## src/rtl/irq_pending_latch.sv

```systemverilog
// irq_pending_latch: front end of the 16-line interrupt path.
//
// Synchronises raw request lines, latches them per line (edge or level mode),
// presents the masked pending vector to an external priority encoder, captures
// the encoder index and offers it to the consumer with a valid/ready handshake.
//
// Ports:
//   clk          rising-edge clock
//   rst_n        asynchronous active-low reset
//   req_in_i     raw request lines, asynchronous to clk
//   edge_mode_i  per line: 1 = rising-edge latched, 0 = level
//   mask_i       per line: 1 = enabled
//   sw_clear_i   per line: clears pending bit and overflow flag
//   pend_vec_o   pending & mask, to encoder input (bit 15 = highest priority)
//   enc_y_i      encoder index, combinational from pend_vec_o
//   irq_valid_o  offered index is valid
//   irq_id_o     offered line index
//   irq_ready_i  consumer accepts the offer
//   overflow_o   sticky: an edge arrived while the line was already pending
module irq_pending_latch #(
    // Flops per synchroniser chain, legal range 2..4.
    parameter int unsigned SYNC_STAGES = 2
) (
    input  logic        clk,
    input  logic        rst_n,
    input  logic [15:0] req_in_i,
    input  logic [15:0] edge_mode_i,
    input  logic [15:0] mask_i,
    input  logic [15:0] sw_clear_i,
    output logic [15:0] pend_vec_o,
    input  logic [3:0]  enc_y_i,
    output logic        irq_valid_o,
    output logic [3:0]  irq_id_o,
    input  logic        irq_ready_i,
    output logic [15:0] overflow_o
);

    typedef enum logic [1:0] {StIdle, StOffer, StSettle} state_e;

    state_e state_q, state_d;

    logic [SYNC_STAGES-1:0][15:0] sync_q;
    logic [15:0] sync;
    logic [15:0] prev_q;
    logic [15:0] pend_q, pend_d;
    logic [15:0] ovf_q, ovf_d;
    logic [3:0]  id_q, id_d;

    logic [15:0] rise;
    logic [15:0] ack_vec;
    logic [15:0] clr;
    logic [15:0] pend_edge;
    logic        ack;

    // Request synchroniser chains; stage 0 samples the raw lines.
    always_ff @(posedge clk or negedge rst_n) begin
        if (!rst_n) begin
            sync_q <= '0;
            prev_q <= '0;
        end else begin
            sync_q[0] <= req_in_i;
            for (int unsigned k = 1; k < SYNC_STAGES; k++) begin
                sync_q[k] <= sync_q[k-1];
            end
            prev_q <= sync;
        end
    end

    assign sync = sync_q[SYNC_STAGES-1];

    always_comb begin
        rise    = sync & ~prev_q;
        ack     = irq_valid_o & irq_ready_i;
        ack_vec = ack ? (16'h0001 << id_q) : 16'h0000;
        clr     = sw_clear_i | ack_vec;
        // Set beats clear for edge lines.
        pend_edge = rise | (pend_q & ~clr);
        pend_d    = (edge_mode_i & pend_edge) | (~edge_mode_i & sync);
        // Overflow only counts an edge that lands on a pending bit which survives.
        ovf_d = (edge_mode_i & rise & pend_q & ~clr) | (ovf_q & ~sw_clear_i);
    end

    always_ff @(posedge clk or negedge rst_n) begin
        if (!rst_n) begin
            pend_q <= '0;
            ovf_q  <= '0;
        end else begin
            pend_q <= pend_d;
            ovf_q  <= ovf_d;
        end
    end

    assign pend_vec_o = pend_q & mask_i;
    assign overflow_o = ovf_q;

    // Offer FSM state register.
    always_ff @(posedge clk or negedge rst_n) begin
        if (!rst_n) begin
            state_q <= StIdle;
            id_q    <= '0;
        end else begin
            state_q <= state_d;
            id_q    <= id_d;
        end
    end

    always_comb begin
        state_d = state_q;
        id_d    = id_q;
        unique case (state_q)
            StIdle: begin
                // enc_y_i is only meaningful for a nonzero pend_vec_o.
                if (|pend_vec_o) begin
                    id_d    = enc_y_i;
                    state_d = StOffer;
                end
            end
            StOffer: begin
                if (irq_ready_i) begin
                    state_d = StSettle;
                end
            end
            StSettle: begin
                // Gives the cleared pend_vec_o and encoder a cycle to settle.
                state_d = StIdle;
            end
            default: state_d = StIdle;
        endcase
    end

    // Valid decodes straight from state so reset drops it asynchronously.
    assign irq_valid_o = (state_q == StOffer);
    assign irq_id_o    = id_q;

endmodule

```

## config.mk

```make
export PLATFORM = sky130hd
export DESIGN_NAME = irq_pending_latch
export DESIGN_NICKNAME = d
export VERILOG_FILES = /design/src/rtl/irq_pending_latch.sv
export SDC_FILE = /design/constraint.sdc
export NUM_CORES = 1
export LEC_CHECK = 0
export CAP_MARGIN = 20
export CORE_MARGIN = 10
export CORE_UTILIZATION = 40
export DETAILED_ROUTE_END_ITERATION = 6
export GPL_TIMING_DRIVEN = 1
export PLACE_DENSITY = 0.75
export SLEW_MARGIN = 25
export SYNTH_ARGS = -nofsm -noshare
export SYNTH_HDL_FRONTEND = slang
export SYNTH_SLANG_ARGS = --single-unit
```

## constraint.sdc

```tcl
create_clock -name clk -period 1.9 [get_ports clk]
set_input_delay 0.38 -clock clk [delete_from_list [all_inputs] [get_ports clk]]
set_output_delay 0.38 -clock clk [all_outputs]
set_load 0.01 [all_outputs]
```

Word-level counts from Yosys, hierarchy flattened
Index checks and enable logic that the tools add are counted.
W data, S select, Z words.
{"block": "totals", "reg_bits": 86, "out_inout_bits": 37}
{"block": "op_classes", "eq_ne": 3, "n_shift": 1, "muxes": 4, "n_bitwise": 18, "reduce_logical": 4}
{"op": "$and A16 B16 Y16", "count": 9}
{"op": "$not A16 Y16", "count": 4}
{"op": "$or A16 B16 Y16", "count": 4}
{"op": "$mux W16", "count": 1}
{"op": "$reduce_or A16 Y1", "count": 1}
{"op": "$shl A1 B4 Y16 const A", "count": 1}
{"op": "$mux W2", "count": 2}
{"op": "$pmux W2 S2", "count": 1}
{"op": "$reduce_and A2 Y1", "count": 2}
{"op": "$eq A2 B1 Y1 const B", "count": 1}
{"op": "$logic_not A2 Y1", "count": 1}
{"op": "$ne A2 B1 Y1 const B", "count": 1}
{"op": "$ne A2 B2 Y1 const B", "count": 1}
{"op": "$and A1 B1 Y1", "count": 1}

Depth between registers and ports, before layout
{"block": "depth", "ltp_word": 9, "mapped_depth": 5, "mapped_depth_nobuf": 5}

Worst setup path before layout
Ideal clock, no wire load.
{"block": "synth_timing", "kind": "input to register", "start": "in mask_i[4]", "end": "reg id_q[0], in the netlist irq_id_o[0]", "setup_time_ps": 125, "arrival_time_ps": 1900, "required_ps": 1775, "setup_slack_ps": -124, "path_stages": 4, "path_buffers": 0, "cell_sequence": "and2_1 or4_4 o41ai_4 mux2_2"}
{"block": "synth_between", "elab_chain_len": 3}
{"item": "start: declaration", "line_no": "28", "source": "input logic [15:0] mask_i,"}
{"item": "$and A16 B16 Y16", "line_no": "93", "source": "assign pend_vec_o = pend_q & mask_i;"}
{"item": "$reduce_or A16 Y1", "line_no": "113", "source": "if (|pend_vec_o) begin"}
{"item": "$reduce_and A2 Y1 (no source line)"}
{"item": "end signal: assignment", "line_no": "103", "source": "id_q <= id_d;"}
{"item": "end: declaration", "line_no": "47", "source": "logic [3:0] id_q, id_d;"}
No other way between the ends.
A chain may end at the register's enable or synchronous reset.

Final worst setup path
{"block": "layout_timing", "start": "in mask_i[10]", "end": "reg id_q[2], in the netlist irq_id_o[2]"}
The elaborated chain is that of the path after synthesis.

==> summary.txt <==
Place
  – Dpl ws: -588 ps
  – DP HPWL: ~6.4 mm
  – Port Buf Inserts: 107
  – Global placement routability congestion: about 0.75
  – Inst Count DP: 477

Power and ir drop
  – Pint: 3.11 mW
  – Reg power frac: 0.503
  – P_sw: ~1.2 mW
  – Maximum vdd drop: 0.656 mV
  – Comb pwr share: 0.232
  – Sw frac: 0.275
  – Clock network power share: 0.265
  – Design Power: 4.28 mW
  – Leakage: about 2.3 nW
  – P per Cell Area: 907 nW/um2

Timing
  – Clock skew: 6.49 ps
  – Worst-Margin Slew: slightly above 500 ps
  – Max-slew violations: 0
  – Unrepaired setup endpoints after global routing: yes
  – Final hold vios: 7
  – Post-layout min period: 2090 ps
  – Fin crit share: 1.10
  – Total negative slack: -748 ps
  – Max-slew headroom: 0.663
  – Setup WS post-layout: -189 ps
  – Achievable Freq: 479 MHz
  – Min Hold Slack: -5.61 ps
  – Setup violations, final: 4

Run
  – Max cap viols: 0

Synth
  – Post-synth EDFFs: 0
  – Simple-Gate Fraction of Synth Area: 0.125
  – Predominant post-synthesis flop cell: dfrtp_1
  – Post-synthesis compound-gate area fraction: 0.125
  – Top cell type's share of synthesized area: 0.695
  – Post-synthesis sequential area ratio: 0.695
  – Syn_area_per_cell: around 13 um2
  – Count leader, synth: dfrtp_1
  – Top cells by count, synth: dfrtp_1 (86), nand2_1 (48), inv_1 (34), and2_1 (15)
  – Asr flop ratio synth: 1.00
  – Post-synthesis mux area share: 0.0145
  – Synth area leader: dfrtp_1
  – Largest family of logic cells by synthesized area: compound AO/OA/AOI/OAI gates
  – Synthesized Nets: 317
  – Post-Synth Adder-Cell Area: 0
  – Post-synthesis cell area: 3100 um2
  – Syn Inst Count: 246
  – XOR/XNOR share of the synthesized area: 0
  – Yosys reg bits: between 80 and 90
  – Largest cells by area after synthesis: dfrtp_1 (69%), nand2_1 (5.8%), inv_1 (4.1%)
  – Synth warn: 0
  – Synth unique cells: 25

Clocking
  – # H-tree levels: 3
  – Number of buffers created by CTS: 9
  – Largest buffer count on any clock path: 2
  – Clock latency at the later pin of the worst-skew pair: roughly 320 ps
  – CTS sink cnt: 86
  – TritonCTS clock tree: yes
  – Clock transition at the registers of the reported paths: around 80 ps
  – CTS Root Cell: clkbuf_8

Layout
  – Final core occ: 0.617
  – Final net count: 461
  – Fillers: between 600 and 700
  – ANT cells: 0
  – Area delta synth->final: 52.3%
  – Layout Cells excl Fill: 496
  – Ratio of cells with drive above 1 in the final layout: 0.152

Worst setup path
  – Data required, critical path: 2110 ps
  – Kind of end point of the critical path: flop
  – Crit-path cells: clkdlybuf4s50_1 > and2_4 > or4_4 > o41ai_4 > buf_4 > mux2_4
  – Worst path arrival time: 2300 ps
  – Crit Path Class: in2reg
  – Path depth of the worst reg2reg path: 5
  – CP max stage delay: 520 ps
  – Buf/Inv on CP: 2
  – Max FO, Critical Path: 4
  – Startpoint types: input pin
  – WP depth: 6
  – CP top delay family: simple AND/OR/NAND/NOR gates
  – Critical path's slowest cell: or4_4

Global routing
  – GRT Overall Usage: 0.142
  – Busiest grt layer: met2
  – Global-route wire length before repair: about 13 mm
  – Met1 Use GR: 0.172
  – Initial antenna violation count: 0
  – Vias in the first global route: roughly 2600
  – Largest net degree at the start of global routing: 51
  – Met2 usage: 0.232
  – Total grt overflow: 0
  – M3 GR Usage: 0.0583

Floorplanning
  – Die ar.: 11700 um2
  – Io pins: 108
  – Total core area: approximately 7600 um2
  – Site Rows: 32
  – Die width: between 100 and 150 um
  – Initial Util: 0.405
  – Chip height: between 100 and 150 um

Drt
  – Drt total wl: 8.02 mm
  – WL/cell: between 15 and 20 um
  – DRT iter0 DRCs: 69
  – Residual DRC: 0
  – Via count: 2334
  – TritonRoute pass-1 iters: 5
  – Routed Antenna Nets: 0
  – Vias per inst: 4.71

Outcome
  – Outcome: finished with violations
  – Violated checks: hold timing, setup timing

Min path
  – Hold/Removal Path Class: in2async
[layout by cell type (no fill, tap or decap), types with 2 or more instances in the layout]
cell type,instances
a21o_1,8
clkdlybuf4s50_1,88
and2_1,9
a32o_1,8
nor2b_1,2
a311oi_1,2
a211o_1,6
clkinvlp_4,2
clkbuf_8,11
nor2_1,3
buf_4,26
dfrtp_1,84
a311o_1,2
inv_1,34
and2_4,7
o32ai_1,8
mux2_4,4
nand2_1,48
dlymetal6s2s_1,6
dfrtp_2,2
a211oi_1,6
dlygate4sd2_1,12
or4_4,4
[registers in the layout (all words and copies together), names as in the netlist]
signal	count
overflow_o	16
pend_q	16
prev_q	16
sync	16
sync_q	16
irq_id_o	4
state_q	2
[area by class of cell]
class,count,area [um2],area share
sequential,86,2150,0.457
clock inverter,3,20.0,0.00424
tap,102,128,0.0270
timing repair buffer,133,1280,0.270
inverter,34,128,0.0270
multi-input combinational,126,858,0.182
clock buffer,12,155,0.0329
[per-layer routing]
metal / routed length, um / share of wire
met2: 4020 / 0.50
met3: 589 / 0.073
met4: 24 / 0.0030
met1: 3380 / 0.42
met5: 0 / 0
[kinds of logic (layout without fill, tap and decap cells)]
| family | count (synthesis) | in the layout |
|---|---|---|
| mux | 4 | 4 |
| flops | 86 | 86 |
| simple gates | 79 | 79 |
| compound gates | 43 | 43 |
| buf+inv | 34 | 182 |
[metrics by stage]
step | hold WS (ps) | cell area [um2]
2_1_floorplan | 84.4 | 3110
3_3_place_gp | 332 | 4480
3_5_place_dp | 335 | 4480
4_1_cts | 2.03 | 4670
5_1_grt | 14.3 | 4720
6_report | -5.61 | 4720
[power by group through the flow]
stage	Sequential, mW	Clock, mW	Combinational, mW
2_1_floorplan	2.16	0	0.354
3_3_place_gp	2.17	0	0.939
3_5_place_dp	2.18	0	0.956
4_1_cts	2.15	1.17	1.00
5_1_grt	2.18	1.27	1.07
6_report	2.15	1.13	0.995
[repair_timing]
action / in CTS / in global routing
pin swaps: 3 / 3
setup endpoints to repair: 16 / 14
hold buffers: 0 / 0
resized for setup: 18 / 11
buffers inserted: 1 / 3
[path summary, 6_finish.rpt]
path	start	to	slack, ps
setup / recovery	mask_i[10]	irq_id_o[2]	-190
hold / removal	rst_n	sync_q[11]	-6
setup reg to reg	pend_q[13]	irq_id_o[2]	-180
hold reg to reg	sync_q[15]	sync[15]	350
max in group asynchronous	rst_n	prev_q[5]	1270
min in group clk	sync_q[15]	sync[15]	350
Note: power is estimated with default switching activity, not from simulation.
